### src/rtl/bcd2bin_seq.sv
// bcd2bin_seq: sequential packed-BCD to binary converter using reverse double-dabble
module bcd2bin_seq #(
  parameter int D = 4,
  parameter int N = 14
) (
  input  logic           clk,
  input  logic           rst,
  input  logic           start,
  input  logic [4*D-1:0] bcd_in,
  output logic           busy,
  output logic           done,
  output logic           err,
  output logic [N-1:0]   bin_out
);
  localparam int CW = $clog2(N + 1);
  typedef enum logic {IDLE, SHIFT} state_t;
  state_t         r_state, w_next;
  logic [4*D-1:0] r_bcd_sr, w_bcd_sh, w_bcd_nx;
  logic [N-1:0]   r_bin_sr, w_bin_nx, r_bin_out;
  logic [CW-1:0]  r_cnt;
  logic [D-1:0]   w_dig_bad;
  logic           r_done, r_err, w_bad, w_last;
  assign {w_bcd_sh, w_bin_nx} = {1'b0, r_bcd_sr, r_bin_sr[N-1:1]};
  for (genvar g = 0; g < D; g++) begin : g_dig
    assign w_dig_bad[g] = bcd_in[4*g+:4] > 4'd9;
    assign w_bcd_nx[4*g+:4] = w_bcd_sh[4*g+3] ? w_bcd_sh[4*g+:4] - 4'd3 : w_bcd_sh[4*g+:4];
  end
  assign w_bad   = |w_dig_bad;
  assign w_last  = r_cnt == CW'(N - 1);
  assign busy    = r_state == SHIFT;
  assign done    = r_done;
  assign err     = r_err;
  assign bin_out = r_bin_out;
  // next state: accept only valid starts from IDLE, return after the N-th shift
  always_comb begin
    w_next = r_state;
    w_next = (r_state == IDLE) ? ((start && !w_bad) ? SHIFT : IDLE) : (w_last ? IDLE : SHIFT);
  end
  // state register
  always_ff @(posedge clk) begin
    if (rst) r_state <= IDLE;
    else     r_state <= w_next;
  end
  // datapath: load on start, shift-and-correct while busy, publish on the last shift
  always_ff @(posedge clk) begin
    if (rst) begin
      r_bcd_sr  <= '0;
      r_bin_sr  <= '0;
      r_cnt     <= '0;
      r_bin_out <= '0;
      r_done    <= 1'b0;
      r_err     <= 1'b0;
    end else begin
      r_done <= 1'b0;
      r_err  <= 1'b0;
      if (r_state == IDLE) begin
        if (start) begin
          r_bcd_sr <= bcd_in;
          r_bin_sr <= '0;
          r_cnt    <= '0;
          r_done   <= w_bad;
          r_err    <= w_bad;
        end
      end else begin
        r_bcd_sr <= w_bcd_nx;
        r_bin_sr <= w_bin_nx;
        r_cnt    <= r_cnt + 1'b1;
        if (w_last) begin
          r_bin_out <= w_bin_nx;
          r_done    <= 1'b1;
        end
      end
    end
  end
endmodule
### config.mk
export PLATFORM = sky130hd
export DESIGN_NAME = bcd2bin_seq
export DESIGN_NICKNAME = d
export VERILOG_FILES = /design/src/rtl/bcd2bin_seq.sv
export SDC_FILE = /design/constraint.sdc
export NUM_CORES = 1
export LEC_CHECK = 0
export CORE_AREA = 3 3 68 70
export CTS_CLUSTER_SIZE = 12
export DETAILED_ROUTE_END_ITERATION = 8
export DIE_AREA = 0 0 71 73
export PLACE_DENSITY = 0.83
export REMOVE_ABC_BUFFERS = 1
export SLEW_MARGIN = 20
export SYNTH_ARGS = -nofsm -noshare
export SYNTH_HDL_FRONTEND = slang
export SYNTH_SLANG_ARGS = --single-unit
export TNS_END_PERCENT = 50
### constraint.sdc
create_clock -name clk -period 3.05 [get_ports clk]
set_input_delay 0.305 -clock clk [delete_from_list [all_inputs] [get_ports clk]]
set_output_delay 0.305 -clock clk [all_outputs]
set_load 0.005 [all_outputs]
==> results summary <==
The run finished with clean final reports. The later-pin clock latency in the skew report came out at 0.29 ns. The area enclosed by the die boundary came out at 5180 um^2. The count of input and output buffers is 35. The worst supply voltage drop on vdd came out at 347 uV. The number of pins with negative max-slew slack in the final report came to 0. In this run the top signal layer used is met4. In the routed layout, each cell is associated on average with a via count of 5.68. The placement-stage cell area is 2590 um^2. The net count of the finished layout is 274. By startpoint and endpoint, the worst setup path is classified as in -> reg.

STA classifies the critical path startpoint as a primary input. In the global route stage, overall resource usage came out at 17.7%. The gate count of the mapped netlist is 220. The maximum fanout count along the critical path came out at 25. The total number of H-tree levels came out at 2. After detailed routing, the wire length on met1 is 2040 um.

The number of routed nets with antenna violations is 0. The wire length on met3 is 146 um. The width of the chip is 71 um. The number of global-route vias before repair is 1659. The number of buffer and inverter instances along the worst setup path came out at 2.

The number of hold buffers added after CTS is 0. The area taken by multi-input logic gates came out at 1130 um^2. The per-instance average area after synthesis is 10.3 um^2.

Synthesis inferred 50 register bits. The final non-filler cell area is 2700 um^2. The type of the most critical hold path is reg -> reg.

The endpoint kind of the worst setup timing path is a register. The number of placement rows is 23. The detailed router placed 1703 vias in this run. The transition time at the pin with the least slew margin is 0.927 ns. Dividing the final minimum period by the clock period gives 62.8%. The antenna diode count came out at 0.

The peak clock frequency supported by timing came out at 0.522 GHz. The signal on the critical path passes through clkdlybuf4s50_1 > buf_4 > o21ai_0 > a21oi_1 > nor3_1. The maximum root-to-sink buffer count is 2. The vertical die dimension is 73 um. The CTS buffer count is 5.

The data required time at the worst endpoint came out at 3.22 ns. On the critical path the largest part of the delay comes from buffers and inverters. The detailed-placement wirelength estimate came out at 2960 um.

The routed wire length per instance came out at 14.6 um. The fraction of layout cells with a size suffix above 1 is 12.0%. The area growth from synthesis to layout is 19.0%. Summed over all failing endpoints, the final setup total negative slack is 0 ns.

The post-route clock skew is 0.00273 ns. CTS placed an instance of sky130_fd_sc_hd__clkbuf_8 at the clock tree root. The post-route DRC violation count is 0. The leakage power figure is 0.975 nW. The number of hold violations in the final report came out at 0. The buffer count from post-CTS setup fixing is 0. The utilization after layout is 67.0%. The total number of clock tree sinks is 50. The total iterations of the first detailed-routing run is 4.

The master of the slowest instance on the critical path is sky130_fd_sc_hd__clkdlybuf4s50_1. The number of DRC markers in iteration 0 is 95. The total overflow reported by the global router is 0. Setup violations remaining at the end of the flow were counted as 0. The final estimated routing congestion in global placement is 0.831. The count of warnings emitted by yosys came out at 0. The number of resized instances in the post-cts repair step is 0.

The biggest cell delay along the critical path came out at 1.08 ns. The relative max-transition margin is 38.0%. The summed instance area of the synthesized netlist came out at 2270 um^2. The placeable core area is 4030 um^2. The count of pins on the block boundary came out at 36. Setup repair after global routing left no endpoint under its margin. The initial utilization of the core area, before any placement, comes to 56.3%. The sequential cell area came out at 1000 um^2. After clock tree synthesis, the clock-pin slew on the worst setup and hold paths is 0.08 ns. The first global-routing pass estimated 7340 um of wire. The wire length after detailed routing came out at 4390 um. The final critical path time including I/O delays and setup is 1.92 ns. For the worst setup path, the data arrival time is 2.09 ns. Across the run, the number of max-cap violations was 0. The final-layout fill cell count came out at 326. The largest net degree at the start of global routing came out at 36. TritonCTS built the clock tree.

Summing the sequential cell areas from Yosys gives 44.2% of the chip area. The routed design uses 2150 um of met2 wire. The number of unique standard cell types used by synthesis is 35. The number of antenna violations at the first check in global routing came to 0. For this design the ratio of total power to cell area is 483 nW/um^2.
-- registers in the layout, summed over array words and instances (netlist names) --
signal / cells
r_bin_sr: 13
bin_out: 14
r_bcd_sr: 16
r_cnt: 4
err: 1
busy: 1
done: 1
-- through the flow --
step	setup slack, ns	std cells	total power, mW	hold WS [ns]
global placement	0.925	293	0.851	0.459
detailed placement	0.887	293	0.855	0.467
finish	1.13	300	1.30	0.483
floorplan	0.563	203	0.785	0.370
CTS	1.17	300	1.32	0.488
global route	1.00	300	1.35	0.495
-- cell usage in the layout (no fill, tap or decap) --
cell type	instances
sky130_fd_sc_hd__a211oi_1	9
sky130_fd_sc_hd__a211oi_2	9
sky130_fd_sc_hd__a21oi_1	18
sky130_fd_sc_hd__a22o_1	13
sky130_fd_sc_hd__a22o_4	1
sky130_fd_sc_hd__a31o_2	1
sky130_fd_sc_hd__a41oi_1	1
sky130_fd_sc_hd__a41oi_4	1
sky130_fd_sc_hd__and2b_1	4
sky130_fd_sc_hd__and3_1	1
sky130_fd_sc_hd__buf_4	5
sky130_fd_sc_hd__bufinv_16	1
sky130_fd_sc_hd__clkbuf_8	6
sky130_fd_sc_hd__clkdlybuf4s50_1	35
sky130_fd_sc_hd__dfxtp_1	49
sky130_fd_sc_hd__dfxtp_2	1
sky130_fd_sc_hd__ha_1	5
sky130_fd_sc_hd__inv_1	1
sky130_fd_sc_hd__mux2_2	3
sky130_fd_sc_hd__mux2i_1	11
sky130_fd_sc_hd__nand2_1	5
sky130_fd_sc_hd__nand2b_1	1
sky130_fd_sc_hd__nand3_1	1
sky130_fd_sc_hd__nand3b_1	1
sky130_fd_sc_hd__nand4_1	1
sky130_fd_sc_hd__nand4_2	1
sky130_fd_sc_hd__nor2_1	23
sky130_fd_sc_hd__nor2_4	1
sky130_fd_sc_hd__nor2b_1	9
sky130_fd_sc_hd__nor3_1	2
sky130_fd_sc_hd__nor3b_1	13
sky130_fd_sc_hd__o21ai_0	6
sky130_fd_sc_hd__o21ai_1	1
sky130_fd_sc_hd__o22a_1	3
sky130_fd_sc_hd__o31a_1	1
sky130_fd_sc_hd__xnor2_1	6
-- cell families after synthesis --
kind of cell	share of synthesized area, %
buf+inv	6.02
fa+ha+maj	2.76
mux	6.35
compound gates	22.8
flops	44.2
simple gates	15.6
xor+xnor	2.32
-- worst register-to-register path: cells and delay by family, from the launching register on --
kind | cells | cell delay (ns)
compound gates | 2 | 0.68
flops | 1 | 0.39
fa+ha+maj | 1 | 0.23
simple gates | 1 | 0.11
buf+inv | 1 | 0.07
-- report_power, final --
part | total (mW) | internal (mW) | leakage (nW) | switching, mW
Combinational | 0.146 | 0.0762 | 0.511 | 0.0696
Clock | 0.465 | 0.262 | 0.0573 | 0.203
Sequential | 0.694 | 0.672 | 0.407 | 0.0222
-- worst paths after layout --
check                   from  depth (start not counted)    endpoint  slack (ns)
setup / recovery       start                          5    r_cnt[3]        1.13
setup reg to reg    r_cnt[1]                          5        busy        1.49
hold reg to reg   bin_out[1]                          1  bin_out[1]        0.48
hold / removal    bin_out[1]                          1  bin_out[1]        0.48
-- per-layer routing --
| metal | track usage (%) | vias up |
|---|---|---|
| met5 | 0 | - |
| met4 | 6.89 | 0 |
| met3 | 3.58 | 7 |
| met2 | 30.2 | 31 |
| met1 | 21.9 | 812 |
| li1 | - | 853 |
-- Yosys cell counts --
library cell               count  share of area [%]
sky130_fd_sc_hd__nand4_1       1               0.28
sky130_fd_sc_hd__mux2i_1      11                4.9
sky130_fd_sc_hd__xnor2_1       6                2.3
sky130_fd_sc_hd__nand2b_1      1               0.28
sky130_fd_sc_hd__a41oi_1       1               0.39
sky130_fd_sc_hd__buf_6         7                3.5
sky130_fd_sc_hd__nand3b_1      1               0.33
sky130_fd_sc_hd__clkbuf_1      3               0.50
sky130_fd_sc_hd__ha_1          5                2.8
sky130_fd_sc_hd__a211oi_2      9                5.0
sky130_fd_sc_hd__and2b_1       4                1.3
sky130_fd_sc_hd__nor2_4        1               0.50
sky130_fd_sc_hd__nand4_2       1               0.55
sky130_fd_sc_hd__nand3_1       1               0.22
sky130_fd_sc_hd__a21oi_1      18                4.0
sky130_fd_sc_hd__nor3_1        2               0.44
sky130_fd_sc_hd__buf_4         3               0.99
sky130_fd_sc_hd__and3_1        1               0.28
sky130_fd_sc_hd__inv_1         1               0.17
sky130_fd_sc_hd__dfxtp_1      50                 44
sky130_fd_sc_hd__a211oi_1      9                3.0
sky130_fd_sc_hd__a22o_4        1               0.77
sky130_fd_sc_hd__o31a_1        1               0.39
sky130_fd_sc_hd__nor3b_1      13                4.3
sky130_fd_sc_hd__o21ai_0       6                1.3
sky130_fd_sc_hd__nand2_1       5               0.83
sky130_fd_sc_hd__buf_2         4               0.88
sky130_fd_sc_hd__nor2_1       23                3.8
sky130_fd_sc_hd__nor2b_1       9                2.5
sky130_fd_sc_hd__a22o_1       13                5.0
sky130_fd_sc_hd__o22a_1        3                1.2
sky130_fd_sc_hd__mux2_2        3                1.5
sky130_fd_sc_hd__a31o_2        1               0.39
sky130_fd_sc_hd__o21ai_1       1               0.22
sky130_fd_sc_hd__a41oi_4       1                1.2
-- final cells by class --
class	instances	share of cell area, %
Clock buffer	6	3.06
Clock inverter	1	1.11
Inverter	1	0.139
Multi-Input combinational cell	152	41.9
Sequential cell	50	37.1
Tap cell	50	2.32
Timing Repair Buffer	40	14.4
(Power assumes the default switching activity.)
